## config.mk

```make
export PLATFORM = sky130hd
export DESIGN_NAME = dm_cache_ctrl
export DESIGN_NICKNAME = d
export VERILOG_FILES = /design/src/rtl/cache_pkg.sv /design/src/rtl/cache_line_store.sv /design/src/rtl/dm_cache_ctrl.sv
export SDC_FILE = /design/constraint.sdc
export NUM_CORES = 2
export LEC_CHECK = 0
export CAP_MARGIN = 20
export CORE_MARGIN = 3
export CORE_UTILIZATION = 53
export DETAILED_ROUTE_END_ITERATION = 8
export PLACE_DENSITY = 0.71
export REMOVE_ABC_BUFFERS = 1
export SLEW_MARGIN = 40
export SYNTH_ARGS = -nofsm -noshare
export SYNTH_HDL_FRONTEND = slang
export SYNTH_SLANG_ARGS = --single-unit
export TNS_END_PERCENT = 20
```

## constraint.sdc

```tcl
create_clock -name clk -period 7.3 [get_ports clk]
set_input_delay 0.73 -clock clk [delete_from_list [all_inputs] [get_ports clk]]
set_output_delay 0.73 -clock clk [all_outputs]
set_load 0.01 [all_outputs]
```

## src/rtl/cache_pkg.sv

```systemverilog
// rtl/cache_pkg.sv - state encoding and width helpers for the direct-mapped block cache
package cache_pkg;

   typedef enum logic [2:0] {
      ST_IDLE,
      ST_LOOKUP,
      ST_REFILL,
      ST_WRITE,
      ST_RESP
   } state_t;

   function automatic int index_width(input int cache_size);
      return (cache_size > 1) ? $clog2(cache_size) : 1;
   endfunction

   function automatic int word_addr_width(input int tag_width, input int offset_width);
      return tag_width + offset_width;
   endfunction

endpackage

```

## src/rtl/cache_line_store.sv

```systemverilog
// rtl/cache_line_store.sv - data/tag/valid arrays with one write port and combinational read
module cache_line_store
   import cache_pkg::*;
#(
   parameter int DATA_WIDTH   = 16,
   parameter int TAG_WIDTH    = 16,
   parameter int CACHE_SIZE   = 16,
   parameter int BLOCK_SIZE   = 4,
   parameter int OFFSET_WIDTH = 2,
   parameter int INDEX_WIDTH  = index_width(CACHE_SIZE)
)(
   input  logic                    clk,
   input  logic                    reset,
   input  logic [INDEX_WIDTH-1:0]  index,
   input  logic                    word_we,
   input  logic [OFFSET_WIDTH-1:0] wr_offset,
   input  logic [DATA_WIDTH-1:0]   wr_data,
   input  logic                    line_we,
   input  logic [TAG_WIDTH-1:0]    wr_tag,
   input  logic                    clr_valid,
   input  logic [OFFSET_WIDTH-1:0] rd_offset,
   output logic [DATA_WIDTH-1:0]   rd_data,
   output logic [TAG_WIDTH-1:0]    rd_tag,
   output logic                    rd_valid
);

   logic [DATA_WIDTH-1:0] data_mem [CACHE_SIZE][BLOCK_SIZE];
   logic [TAG_WIDTH-1:0]  tag_mem  [CACHE_SIZE];
   logic [CACHE_SIZE-1:0] valid_q;

   // Only the valid bits need reset; tag/data are meaningless while invalid.
   always_ff @(posedge clk or posedge reset) begin
      if (reset) begin
         valid_q <= '0;
      end else if (line_we) begin
         valid_q[index] <= 1'b1;
      end else if (clr_valid) begin
         valid_q[index] <= 1'b0;
      end
   end

   always_ff @(posedge clk) begin
      if (word_we) begin
         data_mem[index][wr_offset] <= wr_data;
      end
      if (line_we) begin
         tag_mem[index] <= wr_tag;
      end
   end

   assign rd_data  = data_mem[index][rd_offset];
   assign rd_tag   = tag_mem[index];
   assign rd_valid = valid_q[index];

endmodule

```

## src/rtl/dm_cache_ctrl.sv

```systemverilog
// rtl/dm_cache_ctrl.sv - direct-mapped write-through cache controller with block refill over req/ack memory
module dm_cache_ctrl
   import cache_pkg::*;
#(
   parameter int DATA_WIDTH   = 16,
   parameter int TAG_WIDTH    = 16,
   parameter int CACHE_SIZE   = 16,
   parameter int BLOCK_SIZE   = 4,
   parameter int OFFSET_WIDTH = 2
)(
   input  logic                              clk,
   input  logic                              reset,
   input  logic                              cpu_req,
   input  logic                              cpu_we,
   input  logic [TAG_WIDTH-1:0]              cpu_tag,
   input  logic [OFFSET_WIDTH-1:0]           cpu_offset,
   input  logic [DATA_WIDTH-1:0]             cpu_wdata,
   output logic                              cpu_ready,
   output logic                              cpu_done,
   output logic [DATA_WIDTH-1:0]             cpu_rdata,
   output logic                              cpu_hit,
   output logic                              cpu_miss,
   output logic                              mem_req,
   output logic                              mem_we,
   output logic [TAG_WIDTH+OFFSET_WIDTH-1:0] mem_addr,
   output logic [DATA_WIDTH-1:0]             mem_wdata,
   input  logic                              mem_ack,
   input  logic [DATA_WIDTH-1:0]             mem_rdata,
   output logic [31:0]                       hit_counter,
   output logic [31:0]                       miss_counter,
   output logic [31:0]                       total_requests
);

   localparam int INDEX_WIDTH = index_width(CACHE_SIZE);
   localparam int ADDR_WIDTH  = word_addr_width(TAG_WIDTH, OFFSET_WIDTH);
   localparam logic [OFFSET_WIDTH-1:0] LAST_WORD = OFFSET_WIDTH'(BLOCK_SIZE - 1);

   state_t                  state;
   logic [TAG_WIDTH-1:0]    cur_tag;
   logic [OFFSET_WIDTH-1:0] cur_offset;
   logic                    cur_we;
   logic [DATA_WIDTH-1:0]   cur_wdata;
   logic [OFFSET_WIDTH-1:0] word_cnt;
   logic                    hit_q;

   logic [INDEX_WIDTH-1:0]  index;
   logic [DATA_WIDTH-1:0]   st_data;
   logic [TAG_WIDTH-1:0]    st_tag;
   logic                    st_valid;
   logic                    lookup_hit;
   logic                    refill_ack;
   logic                    word_we;
   logic                    line_we;
   logic                    clr_valid;
   logic [OFFSET_WIDTH-1:0] wr_offset;
   logic [DATA_WIDTH-1:0]   wr_data;
   logic [ADDR_WIDTH-1:0]   refill_addr;
   logic [ADDR_WIDTH-1:0]   write_addr;

   assign index      = cur_tag[INDEX_WIDTH-1:0];
   assign lookup_hit = st_valid && (st_tag == cur_tag);
   assign refill_ack = (state == ST_REFILL) && mem_ack;

   // Write hits update the line during LOOKUP; refill words land as each ack arrives.
   assign word_we   = refill_ack || ((state == ST_LOOKUP) && cur_we && lookup_hit);
   assign line_we   = refill_ack && (word_cnt == LAST_WORD);
   assign clr_valid = (state == ST_LOOKUP) && !cur_we && !lookup_hit;
   assign wr_offset = (state == ST_REFILL) ? word_cnt : cur_offset;
   assign wr_data   = (state == ST_REFILL) ? mem_rdata : cur_wdata;

   cache_line_store #(
      .DATA_WIDTH   (DATA_WIDTH),
      .TAG_WIDTH    (TAG_WIDTH),
      .CACHE_SIZE   (CACHE_SIZE),
      .BLOCK_SIZE   (BLOCK_SIZE),
      .OFFSET_WIDTH (OFFSET_WIDTH),
      .INDEX_WIDTH  (INDEX_WIDTH)
   ) u_store (
      .clk       (clk),
      .reset     (reset),
      .index     (index),
      .word_we   (word_we),
      .wr_offset (wr_offset),
      .wr_data   (wr_data),
      .line_we   (line_we),
      .wr_tag    (cur_tag),
      .clr_valid (clr_valid),
      .rd_offset (cur_offset),
      .rd_data   (st_data),
      .rd_tag    (st_tag),
      .rd_valid  (st_valid)
   );

   // Memory-side outputs follow the state register, so reset drops them at once.
   assign refill_addr = {cur_tag, word_cnt};
   assign write_addr  = {cur_tag, cur_offset};
   assign cpu_ready   = (state == ST_IDLE);
   assign mem_req     = (state == ST_REFILL) || (state == ST_WRITE);
   assign mem_we      = (state == ST_WRITE);
   assign mem_addr    = (state == ST_REFILL) ? refill_addr :
                        (state == ST_WRITE)  ? write_addr  : '0;
   assign mem_wdata   = (state == ST_WRITE) ? cur_wdata : '0;

   always_ff @(posedge clk or posedge reset) begin
      if (reset) begin
         state          <= ST_IDLE;
         cur_tag        <= '0;
         cur_offset     <= '0;
         cur_we         <= 1'b0;
         cur_wdata      <= '0;
         word_cnt       <= '0;
         hit_q          <= 1'b0;
         cpu_done       <= 1'b0;
         cpu_hit        <= 1'b0;
         cpu_miss       <= 1'b0;
         cpu_rdata      <= '0;
         hit_counter    <= '0;
         miss_counter   <= '0;
         total_requests <= '0;
      end else begin
         case (state)
            ST_IDLE: begin
               if (cpu_req) begin
                  cur_tag        <= cpu_tag;
                  cur_offset     <= cpu_offset;
                  cur_we         <= cpu_we;
                  cur_wdata      <= cpu_wdata;
                  total_requests <= total_requests + 32'd1;
                  state          <= ST_LOOKUP;
               end
            end
            ST_LOOKUP: begin
               hit_q <= lookup_hit;
               if (lookup_hit) hit_counter  <= hit_counter + 32'd1;
               else            miss_counter <= miss_counter + 32'd1;
               if (cur_we) begin
                  state <= ST_WRITE;
               end else if (lookup_hit) begin
                  cpu_done  <= 1'b1;
                  cpu_hit   <= 1'b1;
                  cpu_miss  <= 1'b0;
                  cpu_rdata <= st_data;
                  state     <= ST_RESP;
               end else begin
                  word_cnt <= '0;
                  state    <= ST_REFILL;
               end
            end
            ST_REFILL: begin
               if (mem_ack) begin
                  word_cnt <= word_cnt + OFFSET_WIDTH'(1);
                  if (word_cnt == LAST_WORD) begin
                     // The requested word may be the one arriving on this very ack.
                     cpu_rdata <= (cur_offset == word_cnt) ? mem_rdata : st_data;
                     cpu_done  <= 1'b1;
                     cpu_hit   <= hit_q;
                     cpu_miss  <= !hit_q;
                     state     <= ST_RESP;
                  end
               end
            end
            ST_WRITE: begin
               if (mem_ack) begin
                  cpu_rdata <= '0;
                  cpu_done  <= 1'b1;
                  cpu_hit   <= hit_q;
                  cpu_miss  <= !hit_q;
                  state     <= ST_RESP;
               end
            end
            ST_RESP: begin
               cpu_done <= 1'b0;
               cpu_hit  <= 1'b0;
               cpu_miss <= 1'b0;
               state    <= ST_IDLE;
            end
            default: state <= ST_IDLE;
         endcase
      end
   end

endmodule

```

==> results.cfg <==
[yosys]
syn_area_mm2 = 0.0576
yosys.area.top_type_share = 0.668
syn-instance-count = 2802
synthFlopType = edfxtp_1
postSynth.asyncResetShare = 0.118
ys_seq_elements = 1452
netlist-cell-type-count = 70
syn_area_per_cell_um2 = 20.5
synth.area.top_cells = edfxtp_1 (67%), mux4_2 (15%), dfrtp_1 (7.5%)
synth_top_cell_by_area = edfxtp_1
synth-seq-area-share = 0.742
synth_enable_flop_cells = 1280
ys_warn_count = 0

[global_route]
grt_overflow = 0
grt_util_met2 = 0.430
grt_pass1_wl_um = 223000
grtUsageMet1 = 0.386
busiest_layer = met2
antenna_found_initial = 10
grt_max_degree = 119
grtUsageMet3 = 0.0723
grt_usage = 0.277
first_global_vias = 30400

[sta]
worst-slew-pin-transition_ns = 0.884
period_minus_slack_ns = 5.51
clock.fmax_mhz = 182
setup-tns-final_ns = 0
finalHoldViolCount = 0
final_max_slew_viol_count = 0
finalSetupViolations = 0
fin_worst_skew_ns = 0.0354
period_share = 0.754
rsz0062_at_grt = no
slew-limit-headroom = 0.409
holdWs_ns = 0.483

[drt]
drtPass1Iterations = 8
wirelength_um = 154000
drcViolationCount = 0
ant_nets = 0
vias = 30400
wl_per_cell_um = 33.2
routed_via_density = 6.53
drt_iter0_drc = 4102

[clock_tree]
clockBufferDepth = 3
cts_resized = 0
ctsHoldBuffers = 0
tritoncts = done
root_buffer = clkbuf_16
cts_buffers = 146
postCtsSetupRepairBufs = 0
htree_num_levels = 4
insertion_delay_ns = 0.76
clk_pin_slew_ns = 0.06
numClockSinks = 1452

[layout]
final_common_cell = edfxtp_1
register_area_mm2 = 0.0428
area.growth.synth_to_final_pct = 16.8
multiInputGateArea_mm2 = 0.0146
layout_common_cells = edfxtp_1 (1280), mux4_2 (380), clkdlybuf4s50_1 (206)
fin_nets = 3189
drive_gt1_frac = 0.278
final_area_mm2 = 0.0672
final.fill_count = 7110
utilization = 0.626

[placed_design]
place.gp.congestion = 0.871
placed_area_mm2 = 0.0622
dp_hpwl_um = 94900
portBuffers = 206

[pwr]
p_leak_nw = 22.2
p_per_area_mw_per_mm2 = 424
max-vdd-ir-drop_mv = 0.509
fin_total_pwr_mw = 28.5

[worst_hold_path]
hold_path_class = register to register

[critical_path]
cp-start-kind = register
critPathRequiredTime_ns = 7.73
path_class = register to register
cp_max_fo = 75
cp.arrival_ns = 5.93
endpoint_kind = register

[run_status]
status = finished clean

[floorplan]
num_rows = 120
ios = 207
die_x_um = 336
start_util = 0.536
die-area_mm2 = 0.113
core_mm2 = 0.108
fp.dieH_um = 336

[job]
cap_viol_max_count = 0
[cells by family (layout without fill, tap and decap cells)]
kind of cell    Yosys count  count (layout)  synth area share
compound gates          125             125            0.0155
fa+ha+maj                 4               4          0.000869
mux                     491             491             0.170
flops                  1452            1452             0.742
simple gates            443             443            0.0396
buf+inv                 179             619            0.0151
other cells               0               4                 0
xor+xnor                108             108            0.0164
[final cells by class]
cell class              count  area share
diodes                      4    0.000149
clock buffers             175      0.0572
clock inverters            85      0.0142
inverters                  32     0.00190
multi-input cells        1171       0.218
flip-flops and latches   1452       0.636
well taps                1403      0.0261
repair buffers            327      0.0470
[synth_stat cells (28+ instances only)]
master and number:
nand3_1 42, nor2_1 92, clkbuf_1 77, o21ai_0 34
nor3_1 72, mux2i_1 34, dfrtp_1 172, mux2_2 70
buf_2 35, nand2_1 102, xor2_1 28, inv_1 32
xnor2_1 80, edfxtp_1 1280, mux4_2 380
[worst max-delay path, cell delays in order (launching register included)]
cell and delay, ns:
dfrtp_4 0.70, buf_12 0.45, mux4_2 0.59, xnor2_1 0.14, o41ai_1 0.70, o21ai_0 0.25
nand4b_4 0.39, nor3_4 0.28, a21boi_4 0.22, buf_4 0.36, nor3_2 0.58, buf_4 0.34
[per-layer routing]
metal	vias to the layer above	share of wire
li1	12100	-
met1	16000	0.37
met2	1974	0.47
met3	318	0.12
met4	8	0.037
met5	-	0.00035
[registers in the layout, summed over array words and instances (netlist names), 3 cells and up, named ones only]
signal,flops
state,3
u_store.tag_mem,256
hit_counter,32
cur_tag,16
cur_wdata,16
total_requests,32
cpu_rdata,16
miss_counter,32
u_store.data_mem,1024
[power by group]
group / internal (mW) / switching (mW) / total, mW
clock: 4.41 / 3.13 / 7.54
combinational: 3.65 / 5.82 / 9.47
sequential: 10.8 / 0.706 / 11.5
[stage by stage]
step                worst slack, ns  std cells
global route                   1.51       4647
floorplan                    -11.79       2655
global placement               1.99       4377
finish                         1.79       4649
detailed placement             1.90       4380
CTS                            1.86       4640
[worst paths after layout]
kind | from | endpoint | slack [ns] | depth (start not counted)
worst max-delay path | cur_tag[0]$_DFFE_PP0P_ | u_store.data_mem[5][41]$_DFFE_PP_ | 1.79 | 11
worst min-delay path | miss_counter[9]$_DFFE_PP0P_ | miss_counter[9]$_DFFE_PP0P_ | 0.48 | 1
worst max register to register | cur_tag[0]$_DFFE_PP0P_ | u_store.data_mem[5][41]$_DFFE_PP_ | 1.79 | 11
worst min register to register | miss_counter[9]$_DFFE_PP0P_ | miss_counter[9]$_DFFE_PP0P_ | 0.48 | 1
max in group asynchronous | reset | cur_tag[0]$_DFFE_PP0P_ | 5.44 | 3
min in group asynchronous | reset | miss_counter[18]$_DFFE_PP0P_ | 0.53 | 2
Note: power is estimated with default switching activity, not from simulation.
